$ cat src/rtl/rst_seq.sv
// Reset sequencer: synchronizes rst release, holds downstream resets for HOLD_CYCLES,
// and optionally services a software reset request (enabled by `define RST_SEQ_SW_RST_EN).
module rst_seq #(
    parameter int SYNC_STAGES = 2,
    parameter int HOLD_CYCLES = 16
) (
    input  logic clk,
    input  logic rst,
    input  logic sw_rst_req,
    output logic sw_rst_ack,
    output logic rst_out_n,
    output logic rst_out_sync,
    output logic ready
);

    localparam int CNT_W = $clog2(HOLD_CYCLES + 1);
    localparam logic [CNT_W-1:0] CNT_LOAD = CNT_W'(HOLD_CYCLES - 1);

    localparam logic [2:0] ST_SYNC    = 3'd0;
    localparam logic [2:0] ST_HOLD    = 3'd1;
    localparam logic [2:0] ST_RUN     = 3'd2;
`ifdef RST_SEQ_SW_RST_EN
    localparam logic [2:0] ST_SW_HOLD = 3'd3;
    localparam logic [2:0] ST_SW_ACK  = 3'd4;
`endif

    // state is kept as a plain named register so checkers can bind to it directly
    logic [2:0]             state, state_nxt;
    logic [CNT_W-1:0]       cnt, cnt_nxt;
    logic [SYNC_STAGES-1:0] sync_q;
    logic                   ack_nxt;
    logic                   released_nxt;

`ifdef RST_SEQ_SW_RST_EN
    // sw_rst_req/sw_rst_ack is a 4-phase level handshake: req rises, ack rises after the
    // full hold, req falls, ack falls. A new request is taken only after req was seen low in RUN.
    logic armed, armed_nxt;
`else
    logic unused_sw_rst_req;
    assign unused_sw_rst_req = sw_rst_req;
`endif

    always_comb begin
        state_nxt = state;
        cnt_nxt   = cnt;
`ifdef RST_SEQ_SW_RST_EN
        armed_nxt = armed;
`endif
        case (state)
            // Leave SYNC on the edge the 1 lands in the last stage, so release costs SYNC_STAGES edges.
            ST_SYNC: begin
                if (sync_q[SYNC_STAGES-2]) begin
                    state_nxt = ST_HOLD;
                    cnt_nxt   = CNT_LOAD;
                end
            end
            ST_HOLD: begin
                if (cnt == '0) state_nxt = ST_RUN;
                else           cnt_nxt   = cnt - 1'b1;
            end
            ST_RUN: begin
`ifdef RST_SEQ_SW_RST_EN
                if (!sw_rst_req) begin
                    armed_nxt = 1'b1;
                end else if (armed) begin
                    state_nxt = ST_SW_HOLD;
                    cnt_nxt   = CNT_LOAD;
                    armed_nxt = 1'b0;
                end
`endif
            end
`ifdef RST_SEQ_SW_RST_EN
            // Request changes are ignored here: the full hold always runs out.
            ST_SW_HOLD: begin
                if (cnt == '0) state_nxt = ST_SW_ACK;
                else           cnt_nxt   = cnt - 1'b1;
            end
            ST_SW_ACK: begin
                if (!sw_rst_req) state_nxt = ST_RUN;
            end
`endif
            default: state_nxt = ST_SYNC;
        endcase
    end

    always_comb begin
        released_nxt = (state_nxt == ST_RUN);
        ack_nxt      = 1'b0;
`ifdef RST_SEQ_SW_RST_EN
        released_nxt = released_nxt || (state_nxt == ST_SW_ACK);
        ack_nxt      = (state_nxt == ST_SW_ACK);
`endif
    end

    // Outputs are registered from the next state so they change on the same edge as the state.
    always_ff @(posedge clk or negedge rst) begin
        if (!rst) begin
            state        <= ST_SYNC;
            cnt          <= '0;
            sync_q       <= '0;
            rst_out_n    <= 1'b0;
            rst_out_sync <= 1'b1;
            ready        <= 1'b0;
            sw_rst_ack   <= 1'b0;
        end else begin
            state        <= state_nxt;
            cnt          <= cnt_nxt;
            sync_q       <= {sync_q[SYNC_STAGES-2:0], 1'b1};
            rst_out_n    <= released_nxt;
            rst_out_sync <= !released_nxt;
            ready        <= (state_nxt == ST_RUN);
            sw_rst_ack   <= ack_nxt;
        end
    end

`ifdef RST_SEQ_SW_RST_EN
    always_ff @(posedge clk or negedge rst) begin
        if (!rst) armed <= 1'b1;
        else      armed <= armed_nxt;
    end
`endif

endmodule

$ cat config.mk
export PLATFORM = sky130hd
export DESIGN_NAME = rst_seq
export DESIGN_NICKNAME = d
export VERILOG_FILES = /design/src/rtl/rst_seq.sv
export SDC_FILE = /design/constraint.sdc
export NUM_CORES = 1
export LEC_CHECK = 0
export CORE_AREA = 2 2 43 45
export CTS_CLUSTER_SIZE = 40
export DETAILED_ROUTE_END_ITERATION = 16
export DIE_AREA = 0 0 45 47
export PLACE_DENSITY = 0.6
export SETUP_SLACK_MARGIN = 0.02
export SYNTH_ARGS = -nofsm -noshare
export SYNTH_HDL_FRONTEND = slang
export SYNTH_SLANG_ARGS = --single-unit
$ cat constraint.sdc
create_clock -name clk -period 2.32 [get_ports clk]
set_clock_uncertainty 0.15 [all_clocks]
set_input_delay 0.464 -clock clk [delete_from_list [all_inputs] [get_ports clk]]
set_output_delay 0.464 -clock clk [all_outputs]
set_load 0.05 [all_outputs]
After elaboration in Yosys (flattened, before gate mapping)
Cells that the tools add are included.
{"block": "word_totals", "input_bits": 3, "register_bits": 11, "wordCells": 22}
{"block": "classes", "eq_ne": 5, "n_mux": 6, "n_reduce_logical": 5, "addsub": 1}
{"cell": "2-to-1 mux 5 bit", "count": 2}
{"cell": "one-hot mux 5 bit (2 select lines)", "count": 1}
{"cell": "one-hot mux 3 bit (3 select lines)", "count": 1}
{"cell": "== test 3 x 2 -> 1 bit, second input constant", "count": 2}
{"cell": "2-to-1 mux 3 bit", "count": 2}
{"cell": "logical NOT 5 bit", "count": 1}
{"cell": "subtractor 5 x 1 -> 5 bit, second input constant", "count": 1}
{"cell": "!= test 2 bit, second input constant", "count": 2}
{"cell": "== test 3 x 1 -> 1 bit, second input constant", "count": 1}
{"cell": "logical NOT 3 bit", "count": 1}
{"cell": "AND reduction 3 bit", "count": 1}
{"cell": "nonzero test 2 bit", "count": 1}
{"cell": "logical NOT 1 bit", "count": 1}

Depth between registers and ports, before layout
Gate-level depths: netlist (run 1).
{"block": "depth", "word_depth": 5, "depth_mapped": 6, "mapped_depth_nobuf": 5}

Worst setup path after synthesis (run 1)
OpenSTA, ideal clock, no wires.
{"block": "synth_path", "path_kind": "register to register", "startpoint": "reg cnt[0]", "endpoint": "reg rst_out_sync", "path_stages_with_launch": 7, "path_slack_ns": 0.531, "period_less_slack_ns": 1.789, "required_time_ns": 2.088, "arrival_ns": 1.558, "path_buffers": 1, "cell_sequence": "dfrtp_1 inv_1 ha_1 or4b_1 buf_2 o21a_1 or2_1"}
{"block": "synth_via", "elab_chain_len": 5}
{"item": "start, declared", "line": "29", "text": "logic [CNT_W-1:0] cnt, cnt_nxt;"}
{"item": "start signal, assigned", "line": "107", "text": "cnt <= cnt_nxt;"}
{"item": "logical NOT 5 bit", "line": "58", "text": "if (cnt == '0) state_nxt = ST_RUN;"}
{"item": "2-to-1 mux 3 bit", "line": "58"}
{"item": "one-hot mux 3 bit (3 select lines)", "line": "49", "text": "case (state)"}
{"item": "== test 3 x 2 -> 1 bit", "line": "87", "text": "released_nxt = (state_nxt == ST_RUN);"}
{"item": "logical NOT 1 bit", "line": "110", "text": "rst_out_sync <= !released_nxt;"}
{"item": "end signal, assigned", "line": "110"}
{"item": "end, declared", "line": "12", "text": "output logic rst_out_sync,"}
Every way passes these cells.
A chain may end at the register's enable or synchronous reset.

Worst setup path in the final report (run 1)
{"block": "layout_path", "startpoint": "reg rst_out_sync", "endpoint": "out rst_out_sync"}
No word-level cell between the ends.

==> results.ini, run 1 <==
[synth]
async_flop_share = 1.00
ys.flop_type = dfrtp_1
ys_types = 24
syn-instance-count = 47
ys_warn_count = 0
ys_ff_latch = 11
syn-cell-area_um2 = 509
avgSynthCellArea_um2 = 10.8
synth_enable_flop_cells = 0
yosysSeqAreaShare = 0.543

[finish]
syn_to_final_growth_pct = 15.5
nNetsFinal = 60
final_cell_mix = 10 x dfrtp_1, 6 x nor2_1, 4 x clkdlybuf4s50_1
drive_above_1_share = 0.130
layout_commonest_cell = dfrtp_1
stdcell_area_um2 = 588
diodes = 0

[clock_network]
clock_sinks = 11
root_buffer = clkbuf_4
cts_buffer_depth = 2
clk_pin_slew_ns = 0.07
postCtsSetupRepairBufs = 0
numCtsBuffers = 3
clk_latency_ns = 0.27
cts_max_level = 1
tritoncts = built
ctsResizeCount = 0
hold_buffers = 0

[sta]
tightest_slew_ns = 0.498
hold_viol = 0
period_needed_ns = 2.19
fin_hold_ws_ns = 0.366
period_share = 0.942
fmax_mhz = 458
setup-violations-final = 0
slew_viol_final = 0
setup_slack_ns = 0.134
max-slew-margin-rel = 0.667
fin_setup_tns_ns = 0
rsz0062_at_grt = no

[die]
start_util = 0.308
pin_count = 7
design.die.area_um2 = 2120
die_h_um = 47
core_area_um2 = 1650
die_x_um = 45
rows = 15

[detailed_routing]
drt_iter0_drc = 6
viasPerCell = 4.66
wl_per_cell_um = 11.3
wirelength_um = 799
ant_nets = 0
first_pass_iters = 4
route.detailed.drc = 0
vias = 331

[run_status]
status = complete, no violations

[global_routing]
track_usage = 0.0913
grt_pass1_vias = 277
grt_max_degree = 12
grt_pass1_wl_um = 1260
grt_antenna_before_repair = 0
grt-ovfl-total = 0

[setup_path]
cp-end-kind = primary output
cp_top_family = buffers and inverters
max_stage_delay_ns = 0.79
criticalPathCategory = flop to primary output
cp.arrival_ns = 1.57
cp.buffers_inverters = 1
worstPathMaxFanout = 1
path_cells = clkdlybuf4s50_1
slowest_stage = clkdlybuf4s50_1
cp.required_ns = 1.71
critPathLaunchType = flop

[placed_design]
dp_hpwl_um = 557
numPortBuffers = 4
gp_congestion = 0.639
place_area_um2 = 562
post-place-ws_ns = 0.416

[flow_run]
max_cap_viol_count = 0

[power_and_ir_drop]
irDropWorstVdd_uv = 319
leakagePower_uw = 0.000263
powerDensity_nw_per_um2 = 734
p_sw_frac = 0.287
p_sw_uw = 124
p_int_uw = 308
combPwrFrac = 0.159
seqPwrFrac = 0.535
clkPwrFrac = 0.305

[min_path]
hp-class = input port to async pin

layer usage:
layer / wire, um / GRT usage
met1: 389 / 0.124
met2: 378 / 0.106
met3: 21 / 0.0346
met4: 10 / 0.0882
met5: 0 / 0
final timing paths:
kind                               from           end  slack [ns]  cells past startpoint
hold reg to reg                state[2]      state[1]        0.37                      1
setup reg to reg                 cnt[0]  rst_out_sync        0.42                      5
max in group asynchronous           rst  rst_out_sync        1.29                      1
min in group clk               state[2]      state[1]        0.37                      1
hold / removal                      rst        cnt[2]        0.37                      1
setup / recovery           rst_out_sync  rst_out_sync        0.13                      1
registers in the layout (all words and copies together), names as in the netlist:
name / flops
cnt: 5
state: 3
ready: 1
rst_out_sync: 1
sync_q: 1
area by class of cell:
cell class / count / area (um^2)
clock buffers: 4 / 26.3
fillers: 162 / 1060
inverters: 3 / 11.3
multi-input cells: 31 / 205
flip-flops and latches: 11 / 277
well taps: 17 / 21.3
repair buffers: 5 / 47.5
cell families (layout without fill, tap and decap cells):
kind of cell,count (synthesis),count (layout),share of synthesized area
muxes,2,2,0.0393
buffers and inverters,6,12,0.0614
other,2,3,0.0147
and+or+nand+nor,17,17,0.194
AOI/OAI and AO/OA,7,7,0.0983
adders and majority gates,2,2,0.0491
DFF,11,11,0.543
through the flow:
stage	utilization	total power, uW	instances
finish	0.356	432	71
CTS	0.356	437	71
floorplan	-	282	48
global route	0.356	462	71
global placement	0.340	301	67
detailed placement	0.340	303	67
synthesized netlist by cell type, types with 2 or more instances:
| master | n | area, um^2 |
|---|---|---|
| a31oi_1 | 2 | 12.5 |
| conb_1 | 2 | 7.51 |
| inv_1 | 3 | 11.3 |
| nand2b_1 | 3 | 18.8 |
| buf_4 | 2 | 15.0 |
| mux2i_1 | 2 | 20.0 |
| ha_1 | 2 | 25.0 |
| nor2_1 | 6 | 22.5 |
| dfrtp_1 | 10 | 250 |
power groups by stage:
stage | combinational [uW] | clock (uW) | sequential, uW
after CTS | 70.1 | 137 | 230
after detailed placement | 68.6 | 0 | 234
after global routing | 78.9 | 149 | 234
final | 68.7 | 132 | 231
after global placement | 66.9 | 0 | 234
after floorplan | 52.1 | 0 | 230
No activity file was read; power rests on OpenSTA's default activity.
==> run 2: changes to the inputs <==
CTS_BUF_LIST = sky130_fd_sc_hd__clkbuf_8   (was not set)
PLACE_DENSITY = not set   (was 0.6)
PLACE_DENSITY_LB_ADDON = 0.12   (was not set)
==> results.ini, run 2 (synthesis results as in run 1) <==
[clock_network]
ctsResizeCount = 0
postCtsSetupRepairBufs = 0
cts_buffer_depth = 2
clk_pin_slew_ns = 0.05
hold_buffers = 0
clock_sinks = 11
clk_latency_ns = 0.24
tritoncts = built
cts_max_level = 1
root_buffer = clkbuf_8
numCtsBuffers = 3

[global_routing]
grt_pass1_vias = 351
grt_antenna_before_repair = 0
track_usage = 0.107
grt_max_degree = 12
grt-ovfl-total = 0
grt_pass1_wl_um = 1520

[min_path]
whs_path_depth = 1
min_from = cnt[3]
hp-class = flop to flop
hold_path_end = cnt[3]

[sta]
fin_setup_tns_ns = 0
setup-violations-final = 0
fmax_mhz = 466
setup_slack_ns = 0.176
period_needed_ns = 2.14
max-slew-margin-rel = 0.654
hold_viol = 0
period_share = 0.924
slew_viol_final = 0
rsz0062_at_grt = no
tightest_slew_ns = 0.518

[detailed_routing]
viasPerCell = 4.90
drt_iter0_drc = 1
first_pass_iters = 2
wl_per_cell_um = 12.8
route.detailed.drc = 0
vias = 348
wirelength_um = 910
ant_nets = 0

[setup_path]
cp.buffers_inverters = 1
r2r_end = rst_out_sync
cp-end-kind = primary output
worstPathMaxFanout = 1
slowest_stage = clkdlybuf4s50_1
reg2reg_depth = 5
cp_top_family = buffers and inverters
rr_startpoint = cnt[0]
reg2reg_slack_ns = 0.44
critPathLaunchType = flop
path_cells = clkdlybuf4s50_1
cp.required_ns = 1.71
max_stage_delay_ns = 0.79
criticalPathCategory = flop to primary output
cp.arrival_ns = 1.53

[die]
pin_count = 7
start_util = 0.308
die_h_um = 47
core_area_um2 = 1650
design.die.area_um2 = 2120
rows = 15
die_x_um = 45

[finish]
multi_input_area_um2 = 205
diodes = 0
finalNonFillerCells = 71
seq_area_um2 = 277
final_cell_mix = 10 x dfrtp_1, 6 x nor2_1, 4 x inv_1, 4 x clkdlybuf4s50_1
largest_register_ffs = 5
final_util = 0.367
fillers = 173
nNetsFinal = 60
reg_top3 = cnt x5, state x3
syn_to_final_growth_pct = 19.2
drive_above_1_share = 0.130
layout_commonest_cell = dfrtp_1
regMostFlops = cnt

[power_and_ir_drop]
powerDensity_nw_per_um2 = 801
leakagePower_uw = 0.000275
irDropWorstVdd_uv = 266

[placed_design]
gp_congestion = 0.696
post-place-ws_ns = 0.420
numPortBuffers = 4
placedCellCount = 67
dp_hpwl_um = 673

[run_status]
status = complete, no violations

[flow_run]
max_cap_viol_count = 0

==> run 2: cell types whose count changed in the layout (fill, tap and decap cells not counted), sizes merged <==
| cell | previous run | this run |
|---|---|---|
| inv | 3 | 4 |
| clkbuf | 4 | 3 |
==> run 2: where the power goes <==
group	total (uW)	internal [uW]	switching, uW
Clock	184	116	68.5
Combinational	68.3	28.8	39.5
Sequential	233	213	20.3
Total	486	358	128
==> run 2: cell type report <==
cell class,instances,area share
inverter,3,0.0186
multi-input combinational,31,0.338
clock inverter,1,0.00619
tap,17,0.0351
timing repair buffer,5,0.0784
sequential,11,0.456
clock buffer,3,0.0680
==> run 2: per-stage QoR <==
| step | total power [uW] | hold WS (ns) | cell area (um^2) |
|---|---|---|---|
| 3_5_place_dp | 305 | 0.365 | 562 |
| 5_1_grt | 519 | 0.400 | 607 |
| 6_report | 486 | 0.372 | 607 |
| 4_1_cts | 493 | 0.372 | 607 |
| 3_3_place_gp | 299 | 0.348 | 562 |
| 2_1_floorplan | 282 | 0.0184 | 513 |
==> run 2: how the worst max path moves through the flow <==
stage                 start      endpoint  cells past startpoint
5_1_grt        rst_out_sync  rst_out_sync                      1
4_1_cts        rst_out_sync  rst_out_sync                      1
3_3_place_gp   rst_out_sync  rst_out_sync                      1
2_1_floorplan        cnt[0]  rst_out_sync                      6
3_5_place_dp   rst_out_sync  rst_out_sync                      1
6_report       rst_out_sync  rst_out_sync                      1
==> run 2: layer usage <==
metal,track usage,share of wire,vias up
met4,0.0706,0.0088,0
li1,-,-,168
met5,0,0,-
met2,0.171,0.49,6
met1,0.123,0.45,172
met3,0.0346,0.047,2
==> run 3: changes to the inputs <==
CTS_CLUSTER_SIZE = not set   (was 40)
TNS_END_PERCENT = 1   (was not set)
==> results of run 3 <==
Same layout as run 2: the final DEF is identical, and so are final timing and power.
